File: src/rtl/morse_sequencer.sv
// Morse letter transmitter: ROM lookup, MSB-first symbol shifting, trailing gap, Busy/Done handshake.
// Optional MORSE_REPEAT_EN adds a Repeat input that loops the latched letter instead of finishing.
module morse_sequencer #(
  parameter int CLOCK_FREQUENCY = 500,
  parameter int TICKS_PER_BIT   = CLOCK_FREQUENCY / 2,
  parameter int PATTERN_WIDTH   = 12,
  parameter int NUM_LETTERS     = 8,
  parameter int GAP_BITS        = 3,
  localparam int LETTER_W       = $clog2(NUM_LETTERS)
) (
  input  logic                ClockIn,
  input  logic                ResetN,
  input  logic                Start,
  input  logic [LETTER_W-1:0] Letter,
`ifdef MORSE_REPEAT_EN
  input  logic                Repeat,
`endif
  output logic                DotDashOut,
  output logic                NewBitOut,
  output logic                Busy,
  output logic                Done
);

  localparam int TW      = $clog2(TICKS_PER_BIT + 1);
  localparam int LW      = $clog2(PATTERN_WIDTH + 1);
  localparam int CNT_MAX = (PATTERN_WIDTH > GAP_BITS) ? PATTERN_WIDTH : GAP_BITS;
  localparam int CW      = $clog2(CNT_MAX + 1);
  localparam logic [TW-1:0] TICK_RELOAD = TW'(TICKS_PER_BIT - 1);

  typedef enum logic [1:0] {IDLE, SEND, GAP} state_t;

  // Raw patterns are right-justified here and left-justified on the way out.
  function automatic logic [PATTERN_WIDTH+LW-1:0] rom(input logic [LETTER_W-1:0] idx);
    logic [31:0] raw;
    int          len;
    case (32'(idx))
      0:       begin raw = 32'b10111;       len = 5;  end
      1:       begin raw = 32'b111010101;   len = 9;  end
      2:       begin raw = 32'b11101011101; len = 11; end
      3:       begin raw = 32'b1110101;     len = 7;  end
      4:       begin raw = 32'b1;           len = 1;  end
      5:       begin raw = 32'b101011101;   len = 9;  end
      6:       begin raw = 32'b111011101;   len = 9;  end
      7:       begin raw = 32'b1010101;     len = 7;  end
      default: begin raw = 32'b0;           len = 0;  end
    endcase
    return {PATTERN_WIDTH'(raw << (PATTERN_WIDTH - len)), LW'(len)};
  endfunction

  state_t                   state_q, state_d;
  logic [PATTERN_WIDTH-1:0] shreg_q, shreg_d;
  logic [CW-1:0]            bit_q, bit_d;
  logic [TW-1:0]            tick_q, tick_d;
  logic                     done_q, done_d;
  logic [PATTERN_WIDTH-1:0] rom_pat;
  logic [LW-1:0]            rom_len;
  logic                     last_tick;

  assign {rom_pat, rom_len} = rom(Letter);
  assign last_tick          = (tick_q == '0);

`ifdef MORSE_REPEAT_EN
  // Latched copy of the accepted letter so a repeat can reload it.
  logic [PATTERN_WIDTH-1:0] lpat_q;
  logic [LW-1:0]            llen_q;

  always_ff @(posedge ClockIn or negedge ResetN) begin
    if (!ResetN) begin
      lpat_q <= '0;
      llen_q <= '0;
    end else if (state_q == IDLE && Start) begin
      lpat_q <= rom_pat;
      llen_q <= rom_len;
    end
  end
`endif

  always_ff @(posedge ClockIn or negedge ResetN) begin
    if (!ResetN) state_q <= IDLE;
    else         state_q <= state_d;
  end

  always_ff @(posedge ClockIn or negedge ResetN) begin
    if (!ResetN) begin
      shreg_q <= '0;
      bit_q   <= '0;
      tick_q  <= '0;
      done_q  <= 1'b0;
    end else begin
      shreg_q <= shreg_d;
      bit_q   <= bit_d;
      tick_q  <= tick_d;
      done_q  <= done_d;
    end
  end

  always_comb begin
    state_d = state_q;
    shreg_d = shreg_q;
    bit_d   = bit_q;
    tick_d  = tick_q;
    done_d  = 1'b0;
    case (state_q)
      IDLE: begin
        if (Start) begin
          shreg_d = rom_pat;
          tick_d  = TICK_RELOAD;
          if (rom_len != '0) begin
            state_d = SEND;
            bit_d   = CW'(rom_len);
          end else if (GAP_BITS > 0) begin
            state_d = GAP;
            bit_d   = CW'(GAP_BITS);
          end else begin
            done_d  = 1'b1;
          end
        end
      end
      SEND: begin
        if (!last_tick) begin
          tick_d = tick_q - 1'b1;
        end else begin
          tick_d  = TICK_RELOAD;
          shreg_d = shreg_q << 1;
          if (bit_q == CW'(1)) begin
            if (GAP_BITS > 0) begin
              state_d = GAP;
              bit_d   = CW'(GAP_BITS);
            end else begin
              state_d = IDLE;
              done_d  = 1'b1;
            end
          end else begin
            bit_d = bit_q - 1'b1;
          end
        end
      end
      GAP: begin
        if (!last_tick) begin
          tick_d = tick_q - 1'b1;
        end else begin
          tick_d = TICK_RELOAD;
          if (bit_q != CW'(1)) begin
            bit_d = bit_q - 1'b1;
          end else begin
`ifdef MORSE_REPEAT_EN
            if (Repeat) begin
              shreg_d = lpat_q;
              if (llen_q != '0) begin
                state_d = SEND;
                bit_d   = CW'(llen_q);
              end else begin
                bit_d   = CW'(GAP_BITS);
              end
            end else begin
              state_d = IDLE;
              done_d  = 1'b1;
            end
`else
            state_d = IDLE;
            done_d  = 1'b1;
`endif
          end
        end
      end
      default: state_d = IDLE;
    endcase
  end

  assign Busy       = (state_q != IDLE);
  assign DotDashOut = (state_q == SEND) && shreg_q[PATTERN_WIDTH-1];
  // The counter sits at its reload value exactly on the first clock of each bit.
  assign NewBitOut  = Busy && (tick_q == TICK_RELOAD);
  assign Done       = done_q;

endmodule

File: config.mk
export PLATFORM = sky130hd
export DESIGN_NAME = morse_sequencer
export DESIGN_NICKNAME = d
export VERILOG_FILES = /design/src/rtl/morse_sequencer.sv
export SDC_FILE = /design/constraint.sdc
export NUM_CORES = 1
export LEC_CHECK = 0
export CAP_MARGIN = 30
export CORE_ASPECT_RATIO = 2
export CORE_MARGIN = 2
export CORE_UTILIZATION = 54
export CTS_CLUSTER_DIAMETER = 120
export DETAILED_ROUTE_END_ITERATION = 6
export HOLD_SLACK_MARGIN = 0.15
export MAX_ROUTING_LAYER = met4
export PLACE_DENSITY = 0.86
export SLEW_MARGIN = 20
export SYNTH_ARGS = -nofsm -noshare
export SYNTH_HDL_FRONTEND = slang
export SYNTH_SLANG_ARGS = --single-unit
File: constraint.sdc
create_clock -name ClockIn -period 1.88 [get_ports ClockIn]
set_input_delay 0.376 -clock ClockIn [delete_from_list [all_inputs] [get_ports ClockIn]]
set_output_delay 0.376 -clock ClockIn [all_outputs]
set_load 0.005 [all_outputs]
Word-level counts from Yosys, hierarchy flattened
Memories as Yosys holds them, arrays and structs flattened. Index checks and enable logic that the tools add are counted.

Register bits after elaboration: 27. ROM bits: 104. Input port bits: 6. Output and inout bits: 4. Logic and storage cells: 58. Memories: 1.

Memory list: (no name shown) (words 8, width 13, rd ports 1, clocked after Yosys merged registers in 0, write ports 0, line 36) `case (32'(idx))`.

Add/subtract/negate cells: 3. Eq/ne operators: 11. Shifts and indexed selects: 1. Muxes and demuxes: 23. Reductions and logical operators: 14.

Operator list (number): $shl A32 B32 Y12 (1); $sub A5 B32 Y32 const A (1); $mux W12 (2); $mux W4 (6); $pmux W12 S2 (1); $mux W8 (2); $pmux W8 S2 (1); $mux W2 (6); $ne A2 B2 Y1 const B (6); $pmux W4 S3 (1); $reduce_and A5 Y1 (2); $eq A8 B8 Y1 const B (1); $logic_not A8 Y1 (1); $sub A8 B1 Y8 const B (1); $pmux W2 S3 (1); $reduce_bool A2 Y1 (3); $eq A4 B1 Y1 const B (1); $ne A4 B1 Y1 const B (1); $reduce_bool A4 Y1 (1); $sub A4 B1 Y4 const B (1); $mux W1 (3); $reduce_and A3 Y1 (1); $reduce_bool A3 Y1 (1); $eq A2 B1 Y1 const B (1); other kinds (5) (6).

Logic depth before layout (Yosys ltp)
An unclocked memory read counts as a cell.

Word-level depth: 5. Mapped depth: 9. Depth with buffers taken out: 7.

Worst setup path before layout
No wires, ideal clock.

Kind: input -> register. From: input port Letter[1]. To: register shreg_q[11]. Library setup time: 77 ps. Arrival time: 2063 ps. Data required time: 1803 ps. Path slack: -260 ps. Stages: 9. Path buffers: 2. Cell sequence: clkbuf_1 -> inv_1 -> ha_1 -> clkbuf_1 -> nand2b_1 -> o221a_2 -> a311oi_1 -> a21oi_1 -> a21oi_1.

Cells in the longest elaborated chain, start to end: 5.

Ends and longest elaborated chain: start, declared (line 14) `input logic [LETTER_W-1:0] Letter,`; $mem_v2 Z8 W13 (*); $sub A5 B32 Y32 (line 47) `return {PATTERN_WIDTH'(raw << (PATTERN_WIDTH - len)), LW'(len)};`; $shl A32 B32 Y12 (*) (line 47); $mux W12 (*) (line 105) `if (Start) begin`; $pmux W12 S2 (*) (line 103) `case (state_q)`; end signal, assigned (line 90) `shreg_q <= shreg_d;`; end, declared (line 51) `logic [PATTERN_WIDTH-1:0] shreg_q, shreg_d;`.

Every way passes the cells marked *; elsewhere a longest branch is shown, timed or not. The select of a mux whose other input is x is not followed. A chain may end at the register's enable or synchronous reset.

Worst setup path in the final report
From: register tick_q[1]. To: register shreg_q[10].

Cells in the longest elaborated chain, start to end: 3.

Ends and longest elaborated chain: start, declared (line 53) `logic [TW-1:0] tick_q, tick_d;`; start signal, assigned (line 92) `tick_q <= tick_d;`; $logic_not A8 Y1 (line 60) `assign last_tick = (tick_q == '0);`; $ne A2 B2 Y1 (no source line); $reduce_and A3 Y1 (no source line).

No other way between the ends.

==> flow_summary.toml <==
[worst_setup_path]
crit_arrival_ps = 2060
crit_fanout = 5
cp_slowest_cell = "dfrtp_1"
cp.required_ps = 2060
crit_chain = "inv_2, ha_4, nor3b_4, nand2_2, a211oi_4, buf_12, mux2_4"
worstSetupPathDepth = 7
regToRegStartpoint = "tick_q[1]"
crit_type = "reg2reg"
critPathCaptureType = "flip-flop"
r2r_slack_ps = -8
start_kind = "flip-flop"
rr_endpoint = "shreg_q[10]"
slowest_delay_ps = 400
ff2ff_path_depth = 7
path_buf_inv = 2
critical-path-top-delay-family = "flip-flops"

[timing]
rsz0062_at_grt = "yes"
fmax_mhz = 530
finalSetupViolCount = 3
relSlewSlack = 0.769
tightest_slew_ps = 342
finalHoldViolCount = 0
whs_ps = 454
fin_crit_sh = 1.00
period_needed_ps = 1890
clock_skew_ps = 10.3
setup_slack_ps = -8.32
slew_viol_final = 0

[power]
p_switching_mw = 1.68
vdd_ir_drop_max_mv = 0.921
power.density_nw_per_um2 = 1480
switching_share = 0.416
combPwrFrac = 0.672
p_leak_nw = 1.24
power_frac_clock = 0.095
seqPwrFrac = 0.232
p_int_mw = 2.37

[synthesis]
synth_edf_count = 0
syn_avg_cell_area_sq_um = 8.88
synthesis.area_sq_um = 1850
synthArstFlopShare = 1.00
ys_seq_area_frac = 0.352
synth_flop_cell = "dfrtp_1"
yosysWarnings = 0
syn_nets = 228
ys_seq_elements = 26
netlist_instances = 208
synth.distinct_cells = 49

[floorplan]
io_pins = 10
core_area_sq_um = 3340
fp.dieW_um = 45.4
std_cell_rows = 30
die_area_sq_um = 3930
initial_core_util = 0.553
die_h_um = 86.7

[global_route]
grt_pass1_wl_um = 8910
gr-usage-all-layers = 0.323
grt-ovfl-total = 0
grt_max_degree = 27
grt_pass1_vias = 1981
antenna_found_initial = 0

[placement]
gp_congestion = 0.904
dp.final_hpwl_um = 3860
portBuffers = 9
dp_slack_ps = -349
postPlaceCellArea_sq_um = 2350

[finish]
syn_to_final_growth_pct = 47.9
finalInstanceArea_sq_um = 2730
fin_util = 0.818
antenna_cells = 0
drive_gt1_frac = 0.452
nets = 300

[cts]
numCtsBuffers = 3
cts_sinks = 26
clock_path_buffers = 2
ctsHoldBuffers = 0
cts_tree = "built"
htree_num_levels = 1
cts-root-buf = "clkbuf_8"
clk_pin_slew_ps = 100
worstSkewPairLatency_ps = 290

[status]
status = "finished, violations left"
violations = "negative setup slack"

[detailed_routing]
drt-pass1-iter-count = 4
wl_per_cell_um = 19.9
dr.first_iter.drc_count = 71
vias_per_cell = 6.34
routed_wl_um = 6200
drc = 0
vias = 1972
ant_nets = 0

[run]
maxCapViolations = 0

[worst_hold_path]
hp-class = "in2async"
==> power by group through the flow <==
stage | Clock (mW) | Sequential, mW | Combinational [mW]
finish | 0.386 | 0.942 | 2.72
CTS | 0.381 | 0.916 | 2.30
detailed placement | 0 | 0.929 | 1.99
global route | 0.412 | 0.952 | 2.91
floorplan | 0 | 0.898 | 1.26
global placement | 0 | 0.915 | 1.91
==> flip-flops by register name (all words and copies together) (netlist names) <==
| register | count |
|---|---|
| bit_q | 4 |
| tick_q | 8 |
| state_q | 2 |
| Done | 1 |
| shreg_q | 11 |
==> per-stage QoR <==
stage	power, mW	cells	setup TNS (ps)
CTS	3.60	307	-94.7
global route	4.28	311	-316
detailed placement	2.92	292	-3040
floorplan	2.16	208	0
global placement	2.83	292	-2130
finish	4.05	311	-17.3
==> how the worst max path moves through the flow <==
stage / from / slack, ps / end
after floorplan: Letter[1] / 7 / shreg_q[11]
after global placement: Letter[0] / -310 / shreg_q[11]
after detailed placement: Letter[0] / -350 / shreg_q[11]
after CTS: tick_q[3] / -50 / shreg_q[8]
after global routing: tick_q[0] / -50 / shreg_q[1]
final: tick_q[1] / -8 / shreg_q[10]
==> layer usage <==
layer	up-vias	global-route usage	wire length, um
met1	969	0.283	2090
met2	81	0.560	3430
li1	887	-	-
met3	35	0.0521	240
met5	-	-	0
met4	0	0.262	437
==> Yosys cell counts (all sizes together) (2+ instances only) <==
cell type,instances,share of area
mux2,5,0.030
o21a,3,0.012
dfrtp,26,0.35
o211ai,2,0.0081
a211oi,4,0.023
nand2b,5,0.017
inv,13,0.026
nand2,13,0.028
nand4b,2,0.0095
o22ai,5,0.017
a31oi,4,0.014
nor3b,2,0.011
nor2b,3,0.010
nand3,2,0.0054
and2,3,0.011
a211o,2,0.0095
a2bb2oi,2,0.0095
clkbuf,8,0.016
nor2,27,0.055
o41ai,2,0.0095
mux2i,4,0.022
ha,14,0.095
o31ai,4,0.016
a21oi,24,0.071
buf,3,0.015
nor4,3,0.018
o21ai,8,0.022
==> area by class of cell <==
cell class / count / area, sq um
fillers: 191 / 607
repair buffers: 78 / 657
multi-input cells: 158 / 1280
inverters: 13 / 51.3
well taps: 32 / 40.0
flip-flops and latches: 26 / 651
clock buffers: 4 / 55.1
==> placed cells by master (no fill, tap or decap), types with 3 or more instances in the layout <==
master,instances
a21oi_2,4
dfrtp_1,26
buf_6,4
ha_4,4
buf_4,62
o21a_1,3
o22ai_1,3
inv_2,6
o21ai_0,6
ha_1,6
mux2_4,3
clkbuf_8,4
nand2b_4,3
inv_1,6
nor2_1,24
clkdlybuf4s50_1,4
a31oi_1,4
nand2_1,12
mux2i_1,4
a21oi_1,20
nor2_2,3
ha_2,4
==> logic make-up (layout without fill, tap and decap cells) <==
logic type	after synthesis	count (layout)	share of synthesized area
AO/OA/AOI/OAI	68	68	0.250
multiplexers	9	9	0.0521
flip-flops	26	26	0.352
buffers and inverters	24	95	0.0575
AND/OR/NAND/NOR	66	66	0.189
XOR/XNOR	1	1	0.00474
adder cells (fa/ha/maj)	14	14	0.0948
==> repair_timing <==
action / 4_1_cts / 5_1_grt
resized for setup: 19 / 41
buffers inserted: 11 / 4
endpoints found under the setup margin: 15 / 23
hold endpoints to repair: 0 / 0
cloned: 1 / 0
pin swaps: 3 / 11
No activity file was read; power rests on OpenSTA's default activity.
